==> config.mk <==
export PLATFORM = sky130hd
export DESIGN_NAME = perf_traffic_gen
export DESIGN_NICKNAME = d
export VERILOG_FILES = /design/src/rtl/perf_traffic_gen.sv
export SDC_FILE = /design/constraint.sdc
export NUM_CORES = 1
export LEC_CHECK = 0
export CORE_AREA = 2 2 230 232
export DETAILED_ROUTE_END_ITERATION = 8
export DIE_AREA = 0 0 232 234
export DONT_BUFFER_PORTS = 1
export REMOVE_ABC_BUFFERS = 1
export SYNTH_ARGS = -nofsm -noshare
export SYNTH_HDL_FRONTEND = slang
export SYNTH_SLANG_ARGS = --single-unit
==> constraint.sdc <==
create_clock -name clk -period 3.2 [get_ports clk]
set_input_delay 0.48 -clock clk [delete_from_list [all_inputs] [get_ports clk]]
set_output_delay 0.48 -clock clk [all_outputs]
set_load 0.05 [all_outputs]
==> src/rtl/perf_traffic_gen.sv <==
// -----------------------------------------------------------------------------
// perf_traffic_gen
//
// Purpose:
//   Synthetic AXI-Stream packet generator for performance measurement. Packets
//   are launched round-robin over the enabled flow classes. Each packet carries
//   a sequence number and a beat index in its data, and a launch timestamp on
//   a sideband. The generator keeps per-class and total packet counters.
//
// Optional feature (compile-time macro):
//   PERF_TX_STALL_STATS_EN - when defined, stat_stall_cycles counts the cycles
//                            with tvalid=1 and tready=0 (wraps at 2^32). When
//                            undefined, the output is tied to 0.
//
// Ports:
//   clk, rst_n            clock, asynchronous active-low reset
//   timestamp             free-running time base, latched at packet launch
//   cfg_enable            run enable (level)
//   cfg_class_mask        enabled flow classes 0..4
//   cfg_pkt_beats         packet length in beats (0 = no launch)
//   cfg_gap               idle cycles inserted after each packet
//   cfg_pkt_limit         number of packets to send (0 = unlimited)
//   m_axis_*              generated stream (tdata/tkeep/tvalid/tready/tlast)
//   m_axis_ts             launch timestamp of the current packet
//   m_axis_flow_class     class number of the current packet (binary, 0..4)
//   stat_sel              class select for stat_pkt_count (>4 reads 0)
//   stat_pkt_count        packets sent for the selected class
//   stat_total_pkts       packets sent in total
//   stat_stall_cycles     backpressure cycles (optional feature)
//   busy                  FSM is not IDLE
//   done                  packet limit reached
// -----------------------------------------------------------------------------
`ifndef PANIC_DESC_TS_SIZE
`define PANIC_DESC_TS_SIZE 64
`endif

module perf_traffic_gen #(
   parameter int AXIS_DATA_WIDTH = 256,
   parameter int AXIS_KEEP_WIDTH = AXIS_DATA_WIDTH / 8
) (
   input  logic                           clk,
   input  logic                           rst_n,
   input  logic [`PANIC_DESC_TS_SIZE-1:0] timestamp,
   input  logic                           cfg_enable,
   input  logic [4:0]                     cfg_class_mask,
   input  logic [7:0]                     cfg_pkt_beats,
   input  logic [15:0]                    cfg_gap,
   input  logic [31:0]                    cfg_pkt_limit,
   output logic [AXIS_DATA_WIDTH-1:0]     m_axis_tdata,
   output logic [AXIS_KEEP_WIDTH-1:0]     m_axis_tkeep,
   output logic                           m_axis_tvalid,
   input  logic                           m_axis_tready,
   output logic                           m_axis_tlast,
   output logic [`PANIC_DESC_TS_SIZE-1:0] m_axis_ts,
   output logic [4:0]                     m_axis_flow_class,
   input  logic [2:0]                     stat_sel,
   output logic [31:0]                    stat_pkt_count,
   output logic [31:0]                    stat_total_pkts,
   output logic [31:0]                    stat_stall_cycles,
   output logic                           busy,
   output logic                           done
);

   localparam int TS_W = `PANIC_DESC_TS_SIZE;

   typedef enum logic [1:0] {
      ST_IDLE = 2'd0,
      ST_SEND = 2'd1,
      ST_GAP  = 2'd2,
      ST_DONE = 2'd3
   } state_t;

   state_t            state_q,  state_d;
   logic              tvalid_q, tvalid_d;
   logic [7:0]        beat_q,   beat_d;
   logic [7:0]        beats_q,  beats_d;
   logic [31:0]       seq_q,    seq_d;
   logic [TS_W-1:0]   ts_q,     ts_d;
   logic [2:0]        class_q,  class_d;
   logic [2:0]        rr_last_q, rr_last_d;
   logic [15:0]       gap_cnt_q, gap_cnt_d;
   logic [31:0]       total_q,  total_d;
   logic [31:0]       cls_cnt_q [5];
   logic [31:0]       cls_cnt_d [5];

   logic              hs_s;
   logic              last_beat_s;
   logic              limit_hit_s;
   logic              start_ok_s;
   logic [2:0]        pick_s;

   // Round-robin search: first enabled class strictly after 'last', wrapping 4->0.
   function automatic logic [2:0] rr_pick(input logic [4:0] mask, input logic [2:0] last);
      logic [2:0] c;
      logic       found;
      rr_pick = 3'd0;
      found   = 1'b0;
      c       = last;
      for (int i = 0; i < 5; i++) begin
         c = (c >= 3'd4) ? 3'd0 : (c + 3'd1);
         if (!found && mask[c]) begin
            rr_pick = c;
            found   = 1'b1;
         end else begin
            found   = found;
         end
      end
   endfunction

   assign hs_s        = tvalid_q & m_axis_tready;
   assign last_beat_s = (beat_q == (beats_q - 8'd1));
   assign limit_hit_s = (cfg_pkt_limit != 32'd0) && (total_q >= cfg_pkt_limit);
   assign start_ok_s  = cfg_enable && (cfg_class_mask != 5'd0) &&
                        (cfg_pkt_beats != 8'd0) && !limit_hit_s;
   assign pick_s      = rr_pick(cfg_class_mask, rr_last_q);

   // Next-state and datapath update logic for the generator FSM.
   always_comb begin
      state_d   = state_q;
      tvalid_d  = tvalid_q;
      beat_d    = beat_q;
      beats_d   = beats_q;
      seq_d     = seq_q;
      ts_d      = ts_q;
      class_d   = class_q;
      rr_last_d = rr_last_q;
      gap_cnt_d = gap_cnt_q;
      total_d   = total_q;
      for (int i = 0; i < 5; i++) begin
         cls_cnt_d[i] = cls_cnt_q[i];
      end

      case (state_q)
         ST_IDLE: begin
            // Launch: everything describing the packet is captured here so that
            // config changes mid-packet have no effect until the next decision.
            if (start_ok_s) begin
               state_d   = ST_SEND;
               tvalid_d  = 1'b1;
               beat_d    = 8'd0;
               beats_d   = cfg_pkt_beats;
               seq_d     = total_q;
               ts_d      = timestamp;
               class_d   = pick_s;
               rr_last_d = pick_s;
            end else if (cfg_enable && limit_hit_s) begin
               // Gated by enable so that DONE->IDLE on enable=0 does not bounce back.
               state_d   = ST_DONE;
            end else begin
               state_d   = ST_IDLE;
            end
         end
         ST_SEND: begin
            if (hs_s) begin
               if (last_beat_s) begin
                  tvalid_d = 1'b0;
                  total_d  = total_q + 32'd1;
                  for (int i = 0; i < 5; i++) begin
                     if (class_q == 3'(i)) begin
                        cls_cnt_d[i] = cls_cnt_q[i] + 32'd1;
                     end else begin
                        cls_cnt_d[i] = cls_cnt_q[i];
                     end
                  end
                  if (cfg_gap != 16'd0) begin
                     state_d   = ST_GAP;
                     gap_cnt_d = cfg_gap;
                  end else begin
                     state_d   = ST_IDLE;
                  end
               end else begin
                  beat_d = beat_q + 8'd1;
               end
            end else begin
               // Stalled: all beat attributes hold.
               beat_d = beat_q;
            end
         end
         ST_GAP: begin
            if (gap_cnt_q <= 16'd1) begin
               state_d   = ST_IDLE;
               gap_cnt_d = 16'd0;
            end else begin
               gap_cnt_d = gap_cnt_q - 16'd1;
            end
         end
         ST_DONE: begin
            if (!cfg_enable) begin
               state_d = ST_IDLE;
            end else begin
               state_d = ST_DONE;
            end
         end
         default: begin
            state_d  = ST_IDLE;
            tvalid_d = 1'b0;
         end
      endcase
   end

   // State and datapath registers; reset abandons any packet in flight.
   always_ff @(posedge clk or negedge rst_n) begin
      if (!rst_n) begin
         state_q   <= ST_IDLE;
         tvalid_q  <= 1'b0;
         beat_q    <= 8'd0;
         beats_q   <= 8'd0;
         seq_q     <= 32'd0;
         ts_q      <= '0;
         class_q   <= 3'd0;
         rr_last_q <= 3'd4;
         gap_cnt_q <= 16'd0;
         total_q   <= 32'd0;
         for (int i = 0; i < 5; i++) begin
            cls_cnt_q[i] <= 32'd0;
         end
      end else begin
         state_q   <= state_d;
         tvalid_q  <= tvalid_d;
         beat_q    <= beat_d;
         beats_q   <= beats_d;
         seq_q     <= seq_d;
         ts_q      <= ts_d;
         class_q   <= class_d;
         rr_last_q <= rr_last_d;
         gap_cnt_q <= gap_cnt_d;
         total_q   <= total_d;
         for (int i = 0; i < 5; i++) begin
            cls_cnt_q[i] <= cls_cnt_d[i];
         end
      end
   end

   // Beat payload built from registered packet state only.
   always_comb begin
      m_axis_tdata        = '0;
      m_axis_tdata[31:0]  = seq_q;
      m_axis_tdata[39:32] = beat_q;
   end

   assign m_axis_tkeep      = '1;
   assign m_axis_tvalid     = tvalid_q;
   assign m_axis_tlast      = tvalid_q & last_beat_s;
   assign m_axis_ts         = ts_q;
   assign m_axis_flow_class = {2'b00, class_q};
   assign stat_total_pkts   = total_q;
   assign busy              = (state_q != ST_IDLE);
   assign done              = (state_q == ST_DONE);

   // Per-class counter readback mux; out-of-range selects read 0.
   always_comb begin
      case (stat_sel)
         3'd0:    stat_pkt_count = cls_cnt_q[0];
         3'd1:    stat_pkt_count = cls_cnt_q[1];
         3'd2:    stat_pkt_count = cls_cnt_q[2];
         3'd3:    stat_pkt_count = cls_cnt_q[3];
         3'd4:    stat_pkt_count = cls_cnt_q[4];
         default: stat_pkt_count = 32'd0;
      endcase
   end

`ifdef PERF_TX_STALL_STATS_EN
   logic [31:0] stall_q;

   // Backpressure cycle counter, free-wrapping.
   always_ff @(posedge clk or negedge rst_n) begin
      if (!rst_n) begin
         stall_q <= 32'd0;
      end else if (tvalid_q && !m_axis_tready) begin
         stall_q <= stall_q + 32'd1;
      end else begin
         stall_q <= stall_q;
      end
   end

   assign stat_stall_cycles = stall_q;
`else
   assign stat_stall_cycles = 32'd0;
`endif

endmodule

Word level (Yosys, flattened, before mapping) --
Cells that the tools add are included.
Cells by class: equal/unequal tests 18, muxes and demuxes 46, add/subtract/negate cells 14, reduce and logical (&&, ||, !) cells 35, bitwise operators 2, order comparisons 12
Operators by type and width (count):
- 32-bit by 1-bit adder with 32-bit output (second input constant) | 6
- 32-bit case mux with 5 select lines | 1
- 16-bit two-way mux | 4
- 32-bit >= comparator | 1
- 16-bit case mux with 2 select lines | 1
- 4-bit AND reduction | 8
- 32-bit nonzero test | 1
- 3-bit two-way mux | 10
- 8-bit two-way mux | 3
- 3-bit by 4-bit < comparator with 1-bit output (second input constant) | 5
- 16-bit by 1-bit <= comparator with 1-bit output (second input constant) | 1
- 8-bit case mux with 2 select lines | 1
- 16-bit nonzero test | 1
- 16-bit by 1-bit subtractor with 16-bit output (second input constant) | 1
- 3-bit by 1-bit adder with 3-bit output (second input constant) | 5
- 1-bit binary-select mux with 3-bit select | 5
- 3-bit >= comparator (second input constant) | 5
- 2-bit two-way mux | 7
- 3-bit by 2-bit == test with 1-bit output (second input constant) | 4
- 1-bit two-way mux | 12
- 2-bit inequality test (second input constant) | 6
- 1-bit logical AND | 9
- 8-bit by 1-bit adder with 8-bit output (second input constant) | 1
- 8-bit == test | 1
- 16 further kinds | 28
Storage, ports and cells: logic and storage cells 142, output and inout port bits 457, register bits after elaboration 329

Logic depth before layout (Yosys ltp) --
Gate-level depths: netlist of the first run.
word-level depth 17, mapped depth 18, depth with buffers taken out 16

Worst setup path before layout of the first run --
OpenSTA, ideal clock, no wires.
kind register -> register, start register class_q[0] (netlist name), end register rr_last_q[2], arrival time 3.469 ns, slack -0.349 ns, period minus slack after synthesis 3.549 ns, buffers on the path 2, stages on the path, launching flop included 18, cell sequence dfrtp_1 > clkbuf_1 > inv_1 > ha_1 > nand2_1 > inv_1 > ha_1 > clkbuf_1 > nand2b_1 > o21ai_0 > inv_1 > ha_1 > and3b_1 > o22ai_1 > a311oi_1 > a31oi_1 > o2111ai_1 > a21boi_0
RTL lines:
- end signal: assignment | RTL line 225 | rr_last_q <= rr_last_d;
- end: declaration | RTL line 80 | logic [2:0] rr_last_q, rr_last_d;

==> results.py, run 1 <==
metrics = {
    "logic_synthesis": {
        "synth.area.top_cells": "dfrtp_1 (42%), buf_4 (11%), mux2_2 (6.3%)",
        "ys_ff_latch": 327,
        "syn_avg_cell_area_um2": 10.1,
        "async_reset_ff_frac": 1.00,
        "synthCells": 1913,
        "yosysWarningCount": 0,
        "synth-main-ff-cell": "dfrtp_1",
        "yosysTopAreaCellShare": 0.421,
        "yosys.area.top_type": "dfrtp_1",
        "netlist-cell-type-count": 67,
        "netlist_area_um2": 19400,
        "synth_enable_flop_cells": 0,
        "ys_seq_area_frac": 0.422,
    },
    "cts": {
        "cts.htree.levels": 2,
        "clk_latency_ns": 0.57,
        "cts_tree": "built",
        "clock_sinks": 327,
        "ctsHoldBuffers": 1,
        "clockRootBuffer": "clkbuf_16",
        "clk_path_buf_depth": 3,
        "cts_buffers": 40,
        "path_clk_slew_ns": 0.05,
    },
    "timing": {
        "fmax_mhz": 323,
        "worst_pin_slew_ns": 1.07,
        "holdWs_ns": -0.353,
        "fin_crit_sh": 0.969,
        "min_period_ns": 3.10,
        "final_hold_viol_count": 326,
        "finalMaxSlewViolations": 0,
        "skew_ns": 0.0228,
        "setup_viol": 0,
        "rsz0062_at_grt": "true",
        "relSlewSlack": 0.288,
    },
    "die": {
        "rows": 84,
        "core-area_um2": 52000,
        "initial_core_util": 0.372,
        "dieArea_um2": 54300,
        "die_h_um": 234,
        "die_w_um": 232,
        "ios": 589,
    },
    "final_layout": {
        "syn2layout_area_growth_pct": 10.0,
        "nets": 2176,
        "postLayoutCellArea_um2": 21300,
        "layout_commonest_cell": "dfrtp_1",
        "drive_gt1_frac": 0.165,
        "fillCellCount": 5083,
        "final_cell_mix": "dfrtp_1 (326), conb_1 (282), nand2_1 (124)",
    },
    "power": {
        "power_leakage_nw": 10.1,
        "ir_drop_mv": 0.638,
        "p_per_area_nw_per_um2": 779,
    },
    "global_routing": {
        "grt_pass1_wl_um": 75000,
        "grt_overflow": 0,
        "antenna_found_initial": 2,
        "grt_max_degree": 328,
        "gr-usage-all-layers": 0.175,
        "grt_pass1_vias": 13400,
    },
    "drt": {
        "ant_nets": 0,
        "routed_wl_um": 49200,
        "num_vias": 13800,
        "drc": 0,
        "wire_per_inst_um": 18.1,
        "drt-pass1-iter-count": 5,
        "first_iter_violations": 928,
        "via_per_inst": 5.08,
    },
    "run_status": {
        "violations": "hold timing",
        "outcome": "finished with violations",
    },
    "setup_path": {
        "required_ns": 3.65,
        "r2r_start": "class_q[0]$_DFFE_PN0P_",
        "cp-startpoint": "class_q[0]$_DFFE_PN0P_",
        "r2r_slack_ns": 0.1,
        "cp.arrival_ns": 3.55,
        "r2r_cells": 16,
        "crit_fanout": 6,
        "cp-end-kind": "flip-flop",
        "crit_end": "class_q[1]$_DFFE_PN0P_",
        "startpoint_type": "flip-flop",
        "crit_type": "flip-flop to flip-flop",
        "worstReg2RegEnd": "class_q[1]$_DFFE_PN0P_",
    },
    "place": {
        "portBuffers": 0,
        "dp_hpwl_um": 36400,
        "gp_congestion": 0.894,
        "place_area_um2": 19800,
    },
    "job": {
        "max-cap-violations": 0,
    },
    "worst_hold_path": {
        "worstHoldPathType": "primary input to async pin",
    },
}
## Yosys cell counts (7+ instances only)
library cell	count
clkbuf_1	49
xnor2_1	108
nand2b_1	9
dfrtp_1	326
xor2_1	94
nand3_1	67
nor3_1	48
nor2b_1	12
a211oi_1	12
mux2i_1	36
inv_1	65
o22ai_1	14
and2_1	14
o21ai_0	57
buf_2	11
buf_4	284
nand4_1	79
a21oi_1	22
ha_1	48
mux2_2	109
nor4_1	47
and3_1	30
and4_1	15
or4_1	7
a221o_1	38
nor2_1	77
nand2_1	125
## state kept, by name (all words and copies together) (netlist names)
signal,cells
gap_cnt_q,16
seq_q,32
state_q,2
rr_last_q,1
stat_total_pkts,32
cls_cnt_q,160
beat_q,8
m_axis_tvalid,1
beats_q,8
class_q,3
m_axis_ts,64
## final cells by class
type	instances	area, um2	area share
clock buffers	54	1120	0.0527
multi-input cells	1448	9680	0.454
diodes	2	5.00	0.000235
inverters	65	244	0.0114
repair buffers	114	937	0.0440
clock inverters	19	288	0.0135
flip-flops and latches	327	8180	0.384
well taps	688	861	0.0404
## critical path: stages (launching register included)
cell and delay, ns:
dfrtp_1 0.37, buf_4 0.16, or2_2 0.30, inv_1 0.11, ha_4 0.14, buf_4 0.13, nor2_1 0.04, nor2_1 0.12
inv_1 0.10, ha_4 0.28, and3b_1 0.18, o22ai_2 0.17, a311oi_2 0.07, buf_4 0.17, a311oi_2 0.26, o21ai_1 0.10
mux2_2 0.26
## report_power, final
part	internal (mW)	switching [mW]	total, mW
Combinational	2.05	2.97	5.02
Clock	2.91	1.89	4.80
Sequential	4.74	2.05	6.78
Total	9.70	6.90	16.6
## how the worst min path moves through the flow
| stage | to | start | slack, ns | cells past startpoint |
|---|---|---|---|---|
| after floorplan | beat_q[0]$_DFFE_PN0P_ | rst_n | 0.18 | 0 |
| after global placement | cls_cnt_q[72]$_DFFE_PN0P_ | rst_n | 0.21 | 0 |
| after detailed placement | cls_cnt_q[74]$_DFFE_PN0P_ | rst_n | 0.21 | 0 |
| after CTS | cls_cnt_q[44]$_DFFE_PN0P_ | rst_n | -0.40 | 0 |
| after global routing | cls_cnt_q[69]$_DFFE_PN0P_ | rst_n | -0.40 | 0 |
| final | cls_cnt_q[74]$_DFFE_PN0P_ | rst_n | -0.35 | 0 |
## kinds of logic after synthesis
| logic type | after synthesis | synth area share |
|---|---|---|
| compound gates | 195 | 0.0709 |
| mux | 147 | 0.0843 |
| fa+ha+maj | 48 | 0.0310 |
| other cells | 2 | 0.000388 |
| simple gates | 574 | 0.161 |
| buf+inv | 418 | 0.138 |
| xor+xnor | 202 | 0.0913 |
| flops | 327 | 0.422 |
## what timing repair did
action                     in CTS  in global routing
hold endpoints to repair      328                326
setup endpoints to repair       1                 21
gates resized for setup         4                 16
pin swaps                       0                  1
buffers inserted                0                  2
## layer usage
layer,track usage,share of wire,vias up
li1,-,-,6352
met1,0.227,0.42,6816
met2,0.285,0.48,560
met3,0.0421,0.076,85
met4,0.0587,0.025,0
met5,0,0,-
## per-stage QoR
step / std cells / setup WS (ns) / utilization / power [mW] / setup TNS (ns)
CTS: 2713 / 0.0242 / 0.408 / 16.6 / 0
detailed placement: 2639 / -0.0450 / 0.380 / 11.6 / -0.0450
global placement: 2639 / -0.00162 / 0.380 / 11.5 / -0.00162
finish: 2717 / 0.0994 / 0.410 / 16.6 / 0
floorplan: 1840 / -1.12 / - / 10.1 / -95.58
global route: 2717 / -0.0693 / 0.410 / 17.4 / -0.0760
(Power assumes the default switching activity.)
==> run 2, diff against run 1 <==
CAP_MARGIN = 20   (was not set)
clock period = 3.9 ns   (was 3.2 ns; I/O delays follow)
==> results.py, run 2 (synthesis gave the netlist of run 1 again) <==
metrics = {
    "setup_path": {
        "r2r_start": "rr_last_q[2]$_DFFE_PN1P_",
        "path_delay_family": "simple AND/OR/NAND/NOR gates",
        "cp-startpoint": "beat_q[7]$_DFFE_PN0P_",
        "crit_slowest_cell": "dfrtp_1",
        "cp.arrival_ns": 3.11,
        "crit_type": "flip-flop to output pin",
        "cp-end-kind": "output pin",
        "startpoint_type": "flip-flop",
        "worst-path-buf-inv": 0,
        "crit_fanout": 6,
        "required_ns": 3.31,
        "cpPeakStageDelay_ns": 0.71,
        "worstPathCellList": "xor2_1 > and4_1 > a211oi_1 > o22ai_1 > and3_1",
    },
    "cts": {
        "post_cts_buffers": 0,
        "clk_latency_ns": 0.58,
        "path_clk_slew_ns": 0.06,
        "cts.htree.levels": 2,
        "cts_tree": "built",
        "clk_path_buf_depth": 3,
        "clock_sinks": 327,
        "clockRootBuffer": "clkbuf_16",
        "cts_resized": 0,
        "cts_buffers": 40,
    },
    "timing": {
        "skew_ns": 0.0411,
        "setup_viol": 0,
        "rsz0062_at_grt": "false",
        "worst_pin_slew_ns": 1.24,
        "min_period_ns": 3.70,
        "relSlewSlack": 0.174,
        "holdWs_ns": -0.258,
        "fin_crit_sh": 0.949,
        "fmax_mhz": 270,
        "finalMaxSlewViolations": 0,
        "final_hold_viol_count": 287,
    },
    "power": {
        "ir_drop_mv": 0.518,
        "clkPwrFrac": 0.296,
        "seqPwrFrac": 0.435,
        "p_per_area_nw_per_um2": 621,
        "switching_share": 0.422,
        "power_leakage_nw": 9.81,
        "pwr-share-comb": 0.268,
        "p_sw_mw": 5.45,
        "power_mw": 12.9,
        "intPower_mw": 7.45,
    },
    "die": {
        "die_h_um": 234,
        "ios": 589,
        "dieArea_um2": 54300,
        "die_w_um": 232,
        "rows": 84,
        "core-area_um2": 52000,
        "initial_core_util": 0.372,
    },
    "drt": {
        "ant_nets": 0,
        "routed_wl_um": 48000,
        "drc": 0,
        "wire_per_inst_um": 18.0,
        "drt-pass1-iter-count": 7,
        "via_per_inst": 5.09,
        "first_iter_violations": 794,
        "num_vias": 13600,
    },
    "worst_hold_path": {
        "worstHoldPathType": "primary input to async pin",
    },
    "place": {
        "dp_hpwl_um": 35400,
        "gp_congestion": 0.871,
        "portBuffers": 0,
    },
    "run_status": {
        "violations": "hold timing",
        "outcome": "finished with violations",
    },
    "global_routing": {
        "gr-usage-all-layers": 0.173,
        "grt_pass1_vias": 13100,
        "antenna_found_initial": 1,
        "grt_pass1_wl_um": 74300,
        "grt_max_degree": 328,
        "grt_overflow": 0,
    },
    "final_layout": {
        "top_register": "cls_cnt_q",
        "largest_reg_flops": 160,
        "drive_gt1_frac": 0.136,
        "syn2layout_area_growth_pct": 7.12,
        "layout_commonest_cell": "dfrtp_1",
        "post-route-util": 0.399,
        "n_antenna_cell": 0,
        "nets": 2129,
        "final_cell_mix": "dfrtp_1 (326), conb_1 (282), nand2_1 (124)",
    },
    "job": {
        "max-cap-violations": 0,
    },
}
-- run 2: cell types whose count changed in the layout (fill, tap and decap cells not counted), moves of 4 or more --
cell	previous run	this run
buf_12	6	2
buf_4	106	65
clkbuf_8	7	2
nor4_1	43	47
nor4_2	8	4
-- run 2: final timing paths --
check	end	slack, ns	cells after the start
setup / recovery	m_axis_tlast	0.20	5
hold / removal	cls_cnt_q[67]$_DFFE_PN0P_	-0.26	0
setup reg to reg	rr_last_q[2]$_DFFE_PN1P_	0.29	15
hold reg to reg	cls_cnt_q[95]$_DFFE_PN0P_	0.48	1
max in group asynchronous	m_axis_ts[58]$_DFFE_PN0P_	3.16	0
min in group clk	state_q[0]$_DFFE_PN0P_	0.12	1
-- run 2: area by class of cell --
cell class                 instances  area [um2]
timing repair buffer              67         528
fill                            5119       31300
clock buffer                      50        1060
tap                              688         861
sequential                       327        8180
inverter                          65         244
clock inverter                    20         300
multi-input combinational       1448        9580
-- run 2: routing by layer --
| metal | share of wire | vias to the layer above | track usage |
|---|---|---|---|
| met5 | 0 | - | 0 |
| met4 | 0.024 | 0 | 0.0567 |
| met3 | 0.079 | 78 | 0.0455 |
| met2 | 0.47 | 498 | 0.279 |
| met1 | 0.42 | 6734 | 0.225 |
| li1 | - | 6248 | - |
-- run 2: power by group through the flow --
stage,Combinational (mW),Clock (mW),Sequential [mW]
2_1_floorplan,2.69,0,5.62
3_3_place_gp,3.40,0,5.66
3_5_place_dp,3.46,0,5.66
4_1_cts,3.45,3.94,5.62
5_1_grt,3.77,4.10,5.69
6_report,3.46,3.82,5.61
-- run 2: metrics by stage --
step	instances	cell area (um2)	setup TNS, ns	setup WS (ns)
after floorplan	1840	18000	-28.98	-0.418
after global placement	2595	19400	0	0.397
after detailed placement	2595	19400	0	0.375
after CTS	2665	20800	0	0.202
after global routing	2665	20800	0	0.0410
final	2665	20800	0	0.201
